$ cat src/rtl/regfile_read_arbiter.sv
// Round-robin arbiter sharing one register-file read port among NUM_REQ requesters.
// Registers a tagged response one cycle after the grant, with write forwarding and a hard-wired zero register.
module regfile_read_arbiter #(
    parameter int NUM_REQ    = 4,
    parameter int DATA_WIDTH = 32,
    parameter int ADDR_WIDTH = 5,
    parameter int ZERO_REG   = 1,
    localparam int ID_W      = (NUM_REQ > 1) ? $clog2(NUM_REQ) : 1
) (
    input  logic                          Clk,
    input  logic                          Reset_n,
    input  logic [NUM_REQ-1:0]            Req,
    input  logic [NUM_REQ*ADDR_WIDTH-1:0] ReqAddr,
    output logic [NUM_REQ-1:0]            Grant,
    output logic [ADDR_WIDTH-1:0]         Select,
    input  logic [DATA_WIDTH-1:0]         RdData,
    input  logic                          WrEn,
    input  logic [ADDR_WIDTH-1:0]         WrAddr,
    input  logic [DATA_WIDTH-1:0]         WrData,
    output logic                          RespValid,
    output logic [ID_W-1:0]               RespId,
    output logic [DATA_WIDTH-1:0]         RespData
);

    logic [ID_W-1:0]       r_ptr;
    logic                  r_valid;
    logic [ID_W-1:0]       r_id;
    logic [DATA_WIDTH-1:0] r_data;

    logic                  w_any;
    logic [ID_W-1:0]       w_win;
    logic [NUM_REQ-1:0]    w_grant;
    logic [ADDR_WIDTH-1:0] w_sel;
    logic [DATA_WIDTH-1:0] w_rd_val;
    logic [ADDR_WIDTH-1:0] w_addr [NUM_REQ];

    for (genvar g = 0; g < NUM_REQ; g++) begin : g_addr
        assign w_addr[g] = ReqAddr[g*ADDR_WIDTH +: ADDR_WIDTH];
    end

    // Index arithmetic modulo NUM_REQ, which need not be a power of two.
    function automatic logic [ID_W-1:0] wrap_inc(input logic [ID_W-1:0] base,
                                                input int unsigned      step);
        int unsigned sum;
        sum = 32'(base) + step;
        if (sum >= unsigned'(NUM_REQ)) begin
            sum = sum - unsigned'(NUM_REQ);
        end
        return sum[ID_W-1:0];
    endfunction

    always_comb begin
        logic [ID_W-1:0] cand;
        w_any = 1'b0;
        w_win = '0;
        cand  = '0;
        for (int k = 0; k < NUM_REQ; k++) begin
            cand = wrap_inc(r_ptr, k);
            if (!w_any && Req[cand]) begin
                w_any = 1'b1;
                w_win = cand;
            end
        end
        // Grant and select are forced idle while reset is held.
        if (!Reset_n) begin
            w_any = 1'b0;
            w_win = '0;
        end
    end

    always_comb begin
        w_grant = '0;
        if (w_any) begin
            w_grant[w_win] = 1'b1;
        end
    end

    assign w_sel = w_any ? w_addr[w_win] : '0;

    // Zero register beats forwarding, so a write to index 0 never leaks through.
    always_comb begin
        w_rd_val = RdData;
        if ((ZERO_REG != 0) && (w_sel == '0)) begin
            w_rd_val = '0;
        end else if (WrEn && (WrAddr == w_sel)) begin
            w_rd_val = WrData;
        end
    end

    always_ff @(posedge Clk or negedge Reset_n) begin
        if (!Reset_n) begin
            r_ptr   <= '0;
            r_valid <= 1'b0;
            r_id    <= '0;
            r_data  <= '0;
        end else begin
            r_valid <= w_any;
            if (w_any) begin
                r_ptr  <= wrap_inc(w_win, 1);
                r_id   <= w_win;
                r_data <= w_rd_val;
            end
        end
    end

    assign Grant     = w_grant;
    assign Select    = w_sel;
    assign RespValid = r_valid;
    assign RespId    = r_id;
    assign RespData  = r_data;

endmodule

$ cat config.mk
export PLATFORM = sky130hd
export DESIGN_NAME = regfile_read_arbiter
export DESIGN_NICKNAME = d
export VERILOG_FILES = /design/src/rtl/regfile_read_arbiter.sv
export SDC_FILE = /design/constraint.sdc
export NUM_CORES = 1
export LEC_CHECK = 0
export BUFFER_PORTS_ARGS = -buffer_cell sky130_fd_sc_hd__buf_2
export CAP_MARGIN = 10
export CELL_PAD_IN_SITES_DETAIL_PLACEMENT = 1
export CELL_PAD_IN_SITES_GLOBAL_PLACEMENT = 2
export CORE_MARGIN = 10
export CORE_UTILIZATION = 24
export CTS_CLUSTER_SIZE = 12
export DETAILED_ROUTE_END_ITERATION = 10
export PLACE_DENSITY = 0.92
export SLEW_MARGIN = 40
export SYNTH_ARGS = -nofsm -noshare
export SYNTH_HDL_FRONTEND = slang
export SYNTH_SLANG_ARGS = --single-unit
$ cat constraint.sdc
create_clock -name Clk -period 3.9 [get_ports Clk]
set_clock_uncertainty 0.1 [all_clocks]
set_input_delay 0 -clock Clk [delete_from_list [all_inputs] [get_ports Clk]]
set_output_delay 0 -clock Clk [all_outputs]
set_load 0.02 [all_outputs]
======== Word level (Yosys, flattened, before mapping) ========
Cells that the tools add are included.
word-level totals
  flip-flop bits (word level) ............. 37
  output and inout bits ................... 44
operators by class
  reduce and logical (&&, ||, !) cells .... 9
  add/sub/neg operators ................... 9
  muxes and demuxes ....................... 32
  equal/unequal tests ..................... 1
  $lt $le $gt $ge ......................... 12
  bitwise gates (word level) .............. 1
operators with widths
  kind                                                                                 number
  32-bit two-way mux                                                                   2
  2-bit two-way mux                                                                    10
  3-bit greater-or-equal comparator, second input constant                             5
  2-bit by 3-bit less-than comparator with 1-bit output, second input constant         5
  5-bit two-way mux                                                                    3
  5-bit binary-select mux with 2-bit select                                            1
  1-bit two-way mux                                                                    10
  2-bit by 1-bit subtractor with 2-bit output, second input constant                   5
  1-bit binary-select mux with 2-bit select                                            4
  2-bit by 1-bit adder with 3-bit output, second input constant                        2
  2-bit by 2-bit adder with 3-bit output, second input constant                        2
  5-bit == test                                                                        1
  1-bit logical AND                                                                    5
  5-bit zero test                                                                      1
  4-bit two-way mux                                                                    1
  2-bit by 3-bit greater-or-equal comparator with 1-bit output, second input constant  1
  1-bit zero test                                                                      3
  2-bit inverter with 3-bit output                                                     1
  1-bit demux with 2-bit select                                                        1
  2-bit by 1-bit greater-or-equal comparator with 1-bit output, second input constant  1

======== Depth between registers and ports, before layout ========
  word-level depth ........................ 24
  mapped depth ............................ 12

======== Worst setup path before layout ========
OpenSTA, ideal clock, no wires.
  path type ............................... flip-flop to flip-flop
  start ................................... register r_ptr[0]
  end ..................................... register r_data[10], in the netlist RespData[10]
  cell stages (with the launch flop) ...... 12
  setup time .............................. 0.087 ns
  clock period less this slack ............ 2.913 ns
  arrival ................................. 2.727 ns
  setup slack ............................. 0.987 ns
  cell sequence ........................... dfrtp_1 -> or3b_1 -> and2_4 -> buf_6 -> nand3_4 -> a21oi_2 -> or3_1 -> a221o_1 -> or3_1 -> buf_6 -> buf_6 -> o211ai_1
between the ends
  word-level cells in the longest chain between the ends .. 24
  elaborated cells between the ends (all ways) .. 49
ends and longest elaborated chain
  element                                                                          RTL line  text
  start, declared                                                                  25        logic [ID_W-1:0] r_ptr;
  start signal, assigned                                                           99        r_ptr <= wrap_inc(w_win, 1);
  branches (longest 24 deep; another with 2-bit by 1-bit adder with 3-bit output)  -
  end signal, assigned                                                             101       r_data <= w_rd_val;
  end, declared                                                                    28        logic [DATA_WIDTH-1:0] r_data;
Parallel ways; which one is timed is not known. The select of a mux whose other input is x is not followed.
A chain may end at the register's enable or synchronous reset.

======== Final worst setup path ========
  start ................................... register r_ptr[0]
  end ..................................... register r_data[23], in the netlist RespData[23]
Same word-level chain as after synthesis.

==> impl_results.md <==
- Status: completed
- Worst hold path type: input pin to flip-flop
- Relative slew slack: 68.69%
- Core area: 10230 µm²
- Syn Area/Cell: 8.646 µm²
- Synth Register Bits: 37
- Final nets: 590
- I/O pins: 140
- Die Ht: 122.0 µm
- Routed Antenna Nets: 0
- All-Layer GR Usage: 15.17%
- EDFF count, synth: 0
- Largest buffer count on any clock path: 2
- Layout fillers: 1237
- Vias in the first global route: 3551
- Leading area contributor after synthesis: dfrtp_1
- Total gr overflow: 0
- PwrDens: 365.1 nW/µm²
- Peak VDD IR: 0.0001406 V
- HPWL Detailed: 8199 µm
- TritonRoute pass-1 iters: 4
- Placed Area: 3309 µm²
- YS warnings: 0
- Sequential area share after synthesis: 37.06%
- Hold Vio Cnt, Final: 0
- Slew Viols, Final: 0
- CP Capture Type: flip-flop
- Slew @ Worst Pin: 0.4647 ns
- Min cycle time layout: 3.815 ns
- Largest cells by area after synthesis: dfrtp_1 (37%), nand2_1 (11%), o311ai_0 (11%), o211ai_1 (9.9%), clkbuf_1 (3.0%)
- Fmax achieved: 262.1 MHz
- Cells after DPL: 546
- Top cells by count, synth: nand2_1 (75), dfrtp_1 (37), o211ai_1 (33)
- Final worst path period share: 97.83%
- Area delta synth->final: 67.60%
- Pin count of the biggest net entering global routing: 65
- CTS H-tree lvls: 2
- CTS root buffer: clkbuf_8
- Global-route wire length before repair: 18290 µm
- CTS tree: built
- Final instance area: 4188 µm²
- GPL Wtd Cong: 0.8475
- Vias per inst: 5.067
- LEAKAGE: 1.945 nW
- DRC: 0
- Die width: 122.0 µm
- Yosys top cell area share: 37.06%
- Post-synth ARST share: 100.0%
- Final std cells w/o fill: 628
- Worst-skew pair later-pin latency: 0.29 ns
- Hold slack: 0.1311 ns
- Routed WL: 11900 µm
- Mapped Cells: 289
- Starting Density: 24.42%
- DRT iter0 DRCs: 108
- Critical setup path kind: flip-flop to flip-flop
- Die area: 14890 µm²
- CP Max Fanout: 17
- Crit path launch type: flip-flop
- Row count: 37
- Most numerous cell in the Yosys netlist: nand2_1
- Main flop type after synthesis: dfrtp_1
- Worst path required time: 4.03 ns
- Crit path DAT: 3.94 ns
- Cts bufs inserted: 5
- Fraction of layout cells with a size suffix above 1: 36.86%
- Vias: 3182
- Clock tree sinks: 37
- Post-synthesis cell type count: 47
- Max-cap violations: 0
- Setup violation total in the final timing report: 0
- Final setup TNS: 0 ns
- Buffers on Ports: 139
- Initial antenna violation count: 0
- Wire per inst: 18.96 µm
- Synthesized net count: 389
- Clock-pin slew on the worst setup and hold paths: 0.08 ns
- Synthesized cell area: 2499 µm²
cell usage in the layout (no fill, tap or decap), drive strengths merged, types with 2 or more instances in the layout:
cell / n
dfrtp: 37
a211o: 2
o311ai: 32
inv: 9
nor2b: 2
o211ai: 33
a31o: 2
ha: 4
and2: 6
o21ai: 5
nand4: 6
buf: 155
a21oi: 6
or3: 3
mux2i: 5
nor2: 5
nand3: 5
clkbuf: 8
o31ai: 5
nand2: 75
dlygate4sd3: 65
cell type report:
cell class	instances	area (µm²)	share of cell area, %
clock buffer	7	76.32	1.823
clock inverter	1	7.507	0.1793
antenna	1	2.502	0.05975
multi-input combinational	216	1458	34.81
sequential	37	928.4	22.17
tap	136	170.2	4.063
timing repair buffer	221	1511	36.09
inverter	9	33.78	0.8067
power by group:
group          leakage [nW]  internal [mW]  total (mW)  switching [mW]
sequential            0.454          0.450       0.494          0.0445
clock                0.0385          0.127       0.274           0.147
combinational          1.45          0.331       0.761           0.430
total                  1.94          0.907        1.53           0.622
metal layers:
| metal | global-route usage, % | share of wire, % |
|---|---|---|
| met5 | 0 | 0 |
| met4 | 5.216 | 2.4 |
| met3 | 4.117 | 5.8 |
| met2 | 26.45 | 51 |
| met1 | 17.44 | 41 |
logic make-up after synthesis:
| family | count (synthesis) | share of synthesized area (%) |
|---|---|---|
| and+or+nand+nor | 109 | 20.03 |
| AOI/OAI and AO/OA | 96 | 31.10 |
| DFF | 37 | 37.06 |
| buffers and inverters | 36 | 7.010 |
| muxes | 6 | 2.454 |
| adders and majority gates | 4 | 2.003 |
| xor gates and xnor gates | 1 | 0.3506 |
final timing paths:
| kind | cells after the start | slack [ns] | start | end |
|---|---|---|---|---|
| max | 11 | 0.08 | r_ptr[0] | RespData[23] |
| min | 3 | 0.13 | Req[1] | RespValid |
| max reg2reg | 11 | 0.08 | r_ptr[0] | RespData[23] |
| min reg2reg | 2 | 0.39 | RespId[0] | RespId[0] |
| max in group asynchronous | 3 | 3.14 | Reset_n | r_ptr[1] |
| min in group asynchronous | 3 | 0.24 | Reset_n | RespData[8] |
state kept, by name, indices dropped and copies added, names as in the netlist:
name	flops
RespValid	1
RespId	2
RespData	32
r_ptr	2
critical path, cell delays in order (launching register included):
cell	delay [ns]
dfrtp_2	0.47
or3b_1	0.43
and2_4	0.20
nand3_4	0.15
mux2_2	0.35
o2111ai_1	0.19
nand4_1	0.21
buf_12	0.22
or3_1	0.39
buf_4	0.22
o211ai_1	0.21
dlygate4sd3_1	0.59
through the flow:
stage | power, mW | worst slack, ns | utilization (%)
4_1_cts | 1.477 | 0.05234 | 39.53
2_1_floorplan | 0.8587 | 0.9866 | -
3_3_place_gp | 1.077 | 0.7510 | 32.35
3_5_place_dp | 1.096 | 0.6000 | 32.35
5_1_grt | 1.635 | -0.03802 | 40.91
6_report | 1.529 | 0.08465 | 40.93
timing repair:
action	CTS	global route
setup endpoints to repair	0	32
gates resized for setup	0	21
hold buffers	65	0
setup buffers	0	7
endpoints found under the hold margin	70	0
Note: power is estimated with default switching activity, not from simulation.
